--- config.mk ---
export PLATFORM = sky130hd
export DESIGN_NAME = bram_bist_ctrl_flat
export DESIGN_NICKNAME = d
export VERILOG_FILES = /design/src/rtl/bram_bist_ctrl_if.sv /design/src/rtl/bram_bist_ctrl.sv /design/src/flat_wrapper.sv
export SDC_FILE = /design/constraint.sdc
export NUM_CORES = 1
export LEC_CHECK = 0
export ABC_CLOCK_PERIOD_IN_PS = 2600
export BUFFER_PORTS_ARGS = -buffer_cell sky130_fd_sc_hd__buf_2
export CORE_MARGIN = 4
export CORE_UTILIZATION = 55
export CTS_CLUSTER_SIZE = 40
export DETAILED_ROUTE_END_ITERATION = 10
export PLACE_DENSITY = 0.87
export SLEW_MARGIN = 10
export SYNTH_ARGS = -nofsm -noshare
export SYNTH_HDL_FRONTEND = slang
export SYNTH_SLANG_ARGS = --single-unit
--- constraint.sdc ---
create_clock -name clk -period 2.6 [get_ports clk]
set_input_delay 0.65 -clock clk [delete_from_list [all_inputs] [get_ports clk]]
set_output_delay 0.65 -clock clk [all_outputs]
set_load 0.05 [all_outputs]
--- src/rtl/bram_bist_ctrl_if.sv ---
// Pin bundle between the BIST controller and one write/read port pair of a BRAM.
// Contract: WEN/WR_ADDR/WDATA and REN/RD_ADDR are registered by the master; RDATA is valid one cycle after REN.
interface bram_bist_ctrl_if #(
  parameter int ADDR_WIDTH = 10,
  parameter int DATA_WIDTH = 18
);
  logic                  WEN;
  logic [ADDR_WIDTH-1:0] WR_ADDR;
  logic [DATA_WIDTH-1:0] WDATA;
  logic                  REN;
  logic [ADDR_WIDTH-1:0] RD_ADDR;
  logic [DATA_WIDTH-1:0] RDATA;

  modport master (output WEN, WR_ADDR, WDATA, REN, RD_ADDR, input RDATA);
  modport slave  (input WEN, WR_ADDR, WDATA, REN, RD_ADDR, output RDATA);
endinterface

--- src/rtl/bram_bist_ctrl.sv ---
// BRAM self-test: writes a deterministic pattern over an address window, reads it back and
// compares every word, reporting pass/fail, a saturating error count and the first failing address.
module bram_bist_ctrl #(
    parameter int ADDR_WIDTH = 10,
    parameter int DATA_WIDTH = 18,
    parameter int BASE_ADDR  = 0,
    parameter int COUNT      = 512,
    parameter int PAT_OFFSET = 0
) (
    input  logic                  clk,
    input  logic                  RESET_ni,
    input  logic                  start,
    output logic                  busy,
    output logic                  done,
    output logic                  pass,
    output logic [15:0]           err_cnt,
    output logic [ADDR_WIDTH-1:0] first_err_addr,
    output logic [2:0]            dbg_state,
    bram_bist_ctrl_if.master      ram
);

    typedef enum logic [2:0] {S_IDLE, S_WRITE, S_READ, S_DRAIN, S_DONE} state_t;

    localparam logic [ADDR_WIDTH:0]   LAST_IDX = (ADDR_WIDTH+1)'(COUNT - 1);
    localparam logic [ADDR_WIDTH-1:0] BASE     = ADDR_WIDTH'(BASE_ADDR);
    localparam bit                    EMPTY    = (COUNT == 0);

    state_t                state, state_n;
    logic [ADDR_WIDTH:0]   idx;
    logic [ADDR_WIDTH-1:0] addr, cur_addr;
    logic                  phase_start, last, accept;
    logic [DATA_WIDTH-1:0] exp_data, chk_data;
    logic [ADDR_WIDTH-1:0] exp_addr, chk_addr;
    logic                  chk_valid, mismatch;
    logic [15:0]           err_cnt_n;

    // 32-bit pattern, zero-extended when the RAM is wider than 32 bits
    function automatic logic [DATA_WIDTH-1:0] pattern(input logic [ADDR_WIDTH-1:0] a);
        logic [31:0] v;
        logic [63:0] w;
        v = 32'(a) + 32'(PAT_OFFSET);
        w = {32'd0, v | (v << 20) | 32'h0005_5000};
        return w[DATA_WIDTH-1:0];
    endfunction

    assign accept    = start && (state == S_IDLE || state == S_DONE);
    assign last      = (idx == LAST_IDX);
    assign mismatch  = chk_valid && (ram.RDATA !== chk_data);
    assign dbg_state = state;

    always_ff @(posedge clk or negedge RESET_ni) begin
        if (!RESET_ni) state <= S_IDLE;
        else           state <= state_n;
    end

    always_comb begin
        state_n     = state;
        phase_start = 1'b0;
        cur_addr    = addr + 1'b1;
        err_cnt_n   = err_cnt;
        case (state)
            S_IDLE, S_DONE: if (start) state_n = EMPTY ? S_DONE : S_WRITE;
            S_WRITE:        if (last) state_n = S_READ;
            S_READ:         if (last) state_n = S_DRAIN;
            S_DRAIN:        state_n = S_DONE;
            default:        state_n = S_IDLE;
        endcase
        // Entering WRITE or READ restarts the walk at the window base
        if (state_n != state) begin
            phase_start = 1'b1;
            cur_addr    = BASE;
        end
        if (mismatch && err_cnt != 16'hFFFF) err_cnt_n = err_cnt + 16'd1;
    end

    always_ff @(posedge clk or negedge RESET_ni) begin
        if (!RESET_ni) begin
            idx            <= '0;
            addr           <= '0;
            busy           <= 1'b0;
            done           <= 1'b0;
            pass           <= 1'b0;
            err_cnt        <= '0;
            first_err_addr <= '0;
            ram.WEN        <= 1'b0;
            ram.WR_ADDR    <= '0;
            ram.WDATA      <= '0;
            ram.REN        <= 1'b0;
            ram.RD_ADDR    <= '0;
            exp_data       <= '0;
            exp_addr       <= '0;
            chk_valid      <= 1'b0;
            chk_data       <= '0;
            chk_addr       <= '0;
        end else begin
            ram.WEN   <= (state_n == S_WRITE);
            ram.REN   <= (state_n == S_READ);
            busy      <= (state_n == S_WRITE) || (state_n == S_READ) || (state_n == S_DRAIN);
            chk_valid <= ram.REN;
            chk_data  <= exp_data;
            chk_addr  <= exp_addr;

            if (state_n == S_WRITE || state_n == S_READ) begin
                addr <= cur_addr;
                idx  <= phase_start ? '0 : idx + 1'b1;
            end
            if (state_n == S_WRITE) begin
                ram.WR_ADDR <= cur_addr;
                ram.WDATA   <= pattern(cur_addr);
            end
            if (state_n == S_READ) begin
                ram.RD_ADDR <= cur_addr;
                exp_data    <= pattern(cur_addr);
                exp_addr    <= cur_addr;
            end

            if (accept) begin
                err_cnt        <= '0;
                first_err_addr <= '0;
                pass           <= EMPTY;
                done           <= EMPTY;
            end else begin
                err_cnt <= err_cnt_n;
                if (mismatch && err_cnt == 16'd0) first_err_addr <= chk_addr;
                // The last read word is compared during DRAIN, so the verdict uses the updated count
                if (state == S_DRAIN) begin
                    done <= 1'b1;
                    pass <= (err_cnt_n == 16'd0);
                end
            end
        end
    end

endmodule
--- src/flat_wrapper.sv ---
// flat-port wrapper written by rule: the top's interface ports become plain ports
module bram_bist_ctrl_flat 
#(
    parameter int ADDR_WIDTH = 10,
    parameter int DATA_WIDTH = 18,
    parameter int BASE_ADDR  = 0,
    parameter int COUNT      = 512,
    parameter int PAT_OFFSET = 0
)
  (clk, RESET_ni, start, busy, done, pass, err_cnt, first_err_addr, dbg_state, ram_WEN, ram_WR_ADDR, ram_WDATA, ram_REN, ram_RD_ADDR, ram_RDATA);
  bram_bist_ctrl_if #(.ADDR_WIDTH(ADDR_WIDTH), .DATA_WIDTH(DATA_WIDTH)) ram_i ();
  input  logic clk;
  input  logic RESET_ni;
  input  logic start;
  output logic busy;
  output logic done;
  output logic pass;
  output logic [15:0] err_cnt;
  output logic [ADDR_WIDTH-1:0] first_err_addr;
  output logic [2:0] dbg_state;
  output wire logic [$bits(ram_i.WEN)-1:0] ram_WEN;
  output wire logic [$bits(ram_i.WR_ADDR)-1:0] ram_WR_ADDR;
  output wire logic [$bits(ram_i.WDATA)-1:0] ram_WDATA;
  output wire logic [$bits(ram_i.REN)-1:0] ram_REN;
  output wire logic [$bits(ram_i.RD_ADDR)-1:0] ram_RD_ADDR;
  input wire logic [$bits(ram_i.RDATA)-1:0] ram_RDATA;
  assign ram_WEN = ram_i.WEN;
  assign ram_WR_ADDR = ram_i.WR_ADDR;
  assign ram_WDATA = ram_i.WDATA;
  assign ram_REN = ram_i.REN;
  assign ram_RD_ADDR = ram_i.RD_ADDR;
  assign ram_i.RDATA = ram_RDATA;
  bram_bist_ctrl #(.ADDR_WIDTH(ADDR_WIDTH), .DATA_WIDTH(DATA_WIDTH), .BASE_ADDR(BASE_ADDR), .COUNT(COUNT), .PAT_OFFSET(PAT_OFFSET)) u_core (.clk(clk), .RESET_ni(RESET_ni), .start(start), .busy(busy), .done(done), .pass(pass), .err_cnt(err_cnt), .first_err_addr(first_err_addr), .dbg_state(dbg_state), .ram(ram_i));
endmodule
==> flow_summary.yaml <==
placement:
  routabilityCongestion: 0.968
  place_hpwl_um: 7690
  dpl_worst_slack_ps: -199
  portBuffers: 87
timing:
  max_slew_margin_pct: 56.5
  fin_crit_sh_pct: 96.3
  min_period_ps: 2500
  finalHoldViolCount: 0
  worst_slack_ps: 97.3
  setup-violations-final: 0
  finalMaxSlewViolations: 0
  clock.fmax_mhz: 400
  timing.hold.ws_ps: 192
  clock_skew_ps: 13.2
  fin_setup_tns_ps: 0
  worst_slew_pin_slew_ps: 653
synth:
  netlist_instances: 453
  ys_types: 58
  ys_warn_count: 0
  ys_ff_latch: 89
  avgSynthCellArea_um2: 9.99
  yosysSeqAreaShare_pct: 49.2
  syn_area_mm2: 0.00453
cts:
  cts_root_buf: "clkbuf_8"
  cts_setup_buffers: 0
  clk_latency_ps: 360
  numCtsBuffers: 9
  clk_path_buf_depth: 2
  clkSinkCount: 89
  cts_hold_buf: 0
  h-tree-depth: 3
  cts_tree: "built"
  path_clk_slew_ps: 100
grt:
  antenna_found_initial: 0
  grt_pass1_vias: 3679
  grt_pass1_wl_um: 17900
  grtUsageTotal_pct: 22.6
  grt.overflow.total: 0
  grt_max_degree: 43
floorplan:
  core_mm2: 0.00785
  num_rows: 32
  die_x_um: 98.7
  die_h_um: 98.7
  pin_count: 93
  start_util_pct: 57.7
  die-area_mm2: 0.00974
drt:
  ant_nets: 0
  vias: 3583
  wl_per_cell_um: 16.5
  routed_wl_um: 10500
  firstDrtPassIters: 4
  post_drt_via_cell_ratio: 5.60
  drc_errors: 0
  drtIter0Drc: 248
worst_setup_path:
  end_kind: "flip-flop"
  cp_data_required_time_ps: 2880
  critPathKind: "in -> reg"
  worst-path-max-fanout: 9
  arrival_ps: 2790
  start_kind: "input pin"
layout:
  synthToLayoutAreaGrowth_pct: 15.9
  diodes: 0
  layout_commonest_cell: "dfrtp_1"
  nets: 558
  nFillCells: 610
  final_layout_size_suffix_gt1_share_pct: 27.3
  layout_common_cells: "89 x dfrtp_1, 86 x buf_2, 58 x nor2_1"
power_and_ir_drop:
  p_per_area_mw_per_mm2: 685
  peakVddDrop_v: 0.000527
  cellLeakagePower_nw: 2.72
min_path:
  min_path_type: "in -> async"
run:
  maxCapViolCount: 0
run_status:
  outcome: "finished clean"
[flip-flops by register name, summed over array words and instances (netlist names)]
name,flops
u_core.addr,10
u_core.busy,1
u_core.chk_addr,9
u_core.chk_data,2
u_core.chk_valid,1
u_core.dbg_state,3
u_core.done,1
u_core.err_cnt,16
u_core.exp_data,2
u_core.first_err_addr,10
u_core.idx,11
u_core.pass,1
u_core.ram.RD_ADDR,9
u_core.ram.REN,1
u_core.ram.WDATA,2
u_core.ram.WEN,1
u_core.ram.WR_ADDR,9
[where the power goes]
part	switching [mW]	internal, mW	total (mW)
clock	0.532	0.483	1.02
combinational	0.662	0.269	0.931
sequential	0.130	1.52	1.65
total	1.33	2.27	3.59
[worst paths after layout]
kind	cells after the start	slack, ps	from	end
min in group clk	0	390	u_core.exp_data[14]	u_core.chk_data[14]
max in group asynchronous	2	1780	RESET_ni	u_core.first_err_addr[1]
hold reg to reg	0	390	u_core.exp_data[14]	u_core.chk_data[14]
setup / recovery	8	100	ram_RDATA[11]	u_core.pass
setup reg to reg	7	160	u_core.idx[0]	u_core.ram.RD_ADDR[5]
hold / removal	1	190	RESET_ni	u_core.ram.RD_ADDR[0]
[critical path: stages]
cell       delay [ps]
buf_2             100
or4_4             520
nor4_2            290
nand4_2           270
a21o_1            240
a2111oi_1         370
o221ai_1          190
o21ai_1           150
[cells in the mapped netlist (all sizes together)]
master	n	share of area [%]
nand4	12	1.8
nand4b	1	0.19
nand2b	4	0.55
a21oi	8	0.88
a211o	1	0.19
conb	1	0.083
a31oi	4	0.55
nor2b	2	0.28
o2111ai	1	0.19
nand2	39	3.2
or3	3	0.41
a21boi	1	0.17
nor3	7	0.77
and4	4	0.77
dfrtp	89	49
xnor2	16	3.1
xor2	17	3.3
o21a	1	0.17
or2	1	0.14
mux2	16	4.0
o22ai	1	0.14
nor2	60	5.0
o221ai	1	0.19
clkbuf	9	0.97
and2	4	0.58
nand3	7	0.77
mux2i	13	2.9
a211oi	4	0.77
a31o	1	0.19
a41o	1	0.22
inv	10	0.83
buf	36	5.9
ha	4	1.1
and3	15	2.1
a21o	3	0.55
o31ai	4	0.66
nand3b	3	0.58
nor3b	1	0.17
o21ai	41	4.6
a2111oi	1	0.22
or4	2	0.44
nor4	4	1.2
[logic make-up after synthesis]
logic type               after synthesis  synth area share (%)
AND/OR/NAND/NOR                      169                  19.0
flip-flops                            89                  49.2
AO/OA/AOI/OAI                         73                  9.73
buffers and inverters                 55                  7.66
XOR/XNOR                              33                  6.39
multiplexers                          29                  6.86
adder cells (fa/ha/maj)                4                  1.11
other                                  1                0.0829
[timing repair]
action | 4_1_cts | 5_1_grt
setup endpoints to repair | 0 | 11
hold endpoints to repair | 0 | 0
gates resized for setup | 0 | 4
[layer usage]
metal | vias to the layer above | wire (µm) | track usage [%]
met5 | - | 0 | 0
met3 | 17 | 628 | 4.46
li1 | 1698 | - | -
met2 | 128 | 5480 | 39.6
met1 | 1740 | 4250 | 27.8
met4 | 0 | 182 | 8.30
[per-stage QoR]
step / cells / utilization (%) / cell area, µm² / power [mW]
final: 640 / 66.8 / 5250 / 3.59
after detailed placement: 624 / 64.0 / 5020 / 2.59
after global placement: 624 / 64.0 / 5020 / 2.54
after global routing: 640 / 66.8 / 5250 / 3.78
after CTS: 640 / 66.6 / 5230 / 3.60
after floorplan: 457 / - / 4540 / 2.35
[cell type report]
cell class / count / area, µm² / share of cell area (%)
multi-input combinational: 313 / 1980 / 37.8
clock buffer: 10 / 138 / 2.62
sequential: 89 / 2230 / 42.5
tap: 102 / 128 / 2.43
timing repair buffer: 110 / 661 / 12.6
inverter: 10 / 37.5 / 0.716
clock inverter: 6 / 72.6 / 1.38
Note: power is estimated with default switching activity, not from simulation.
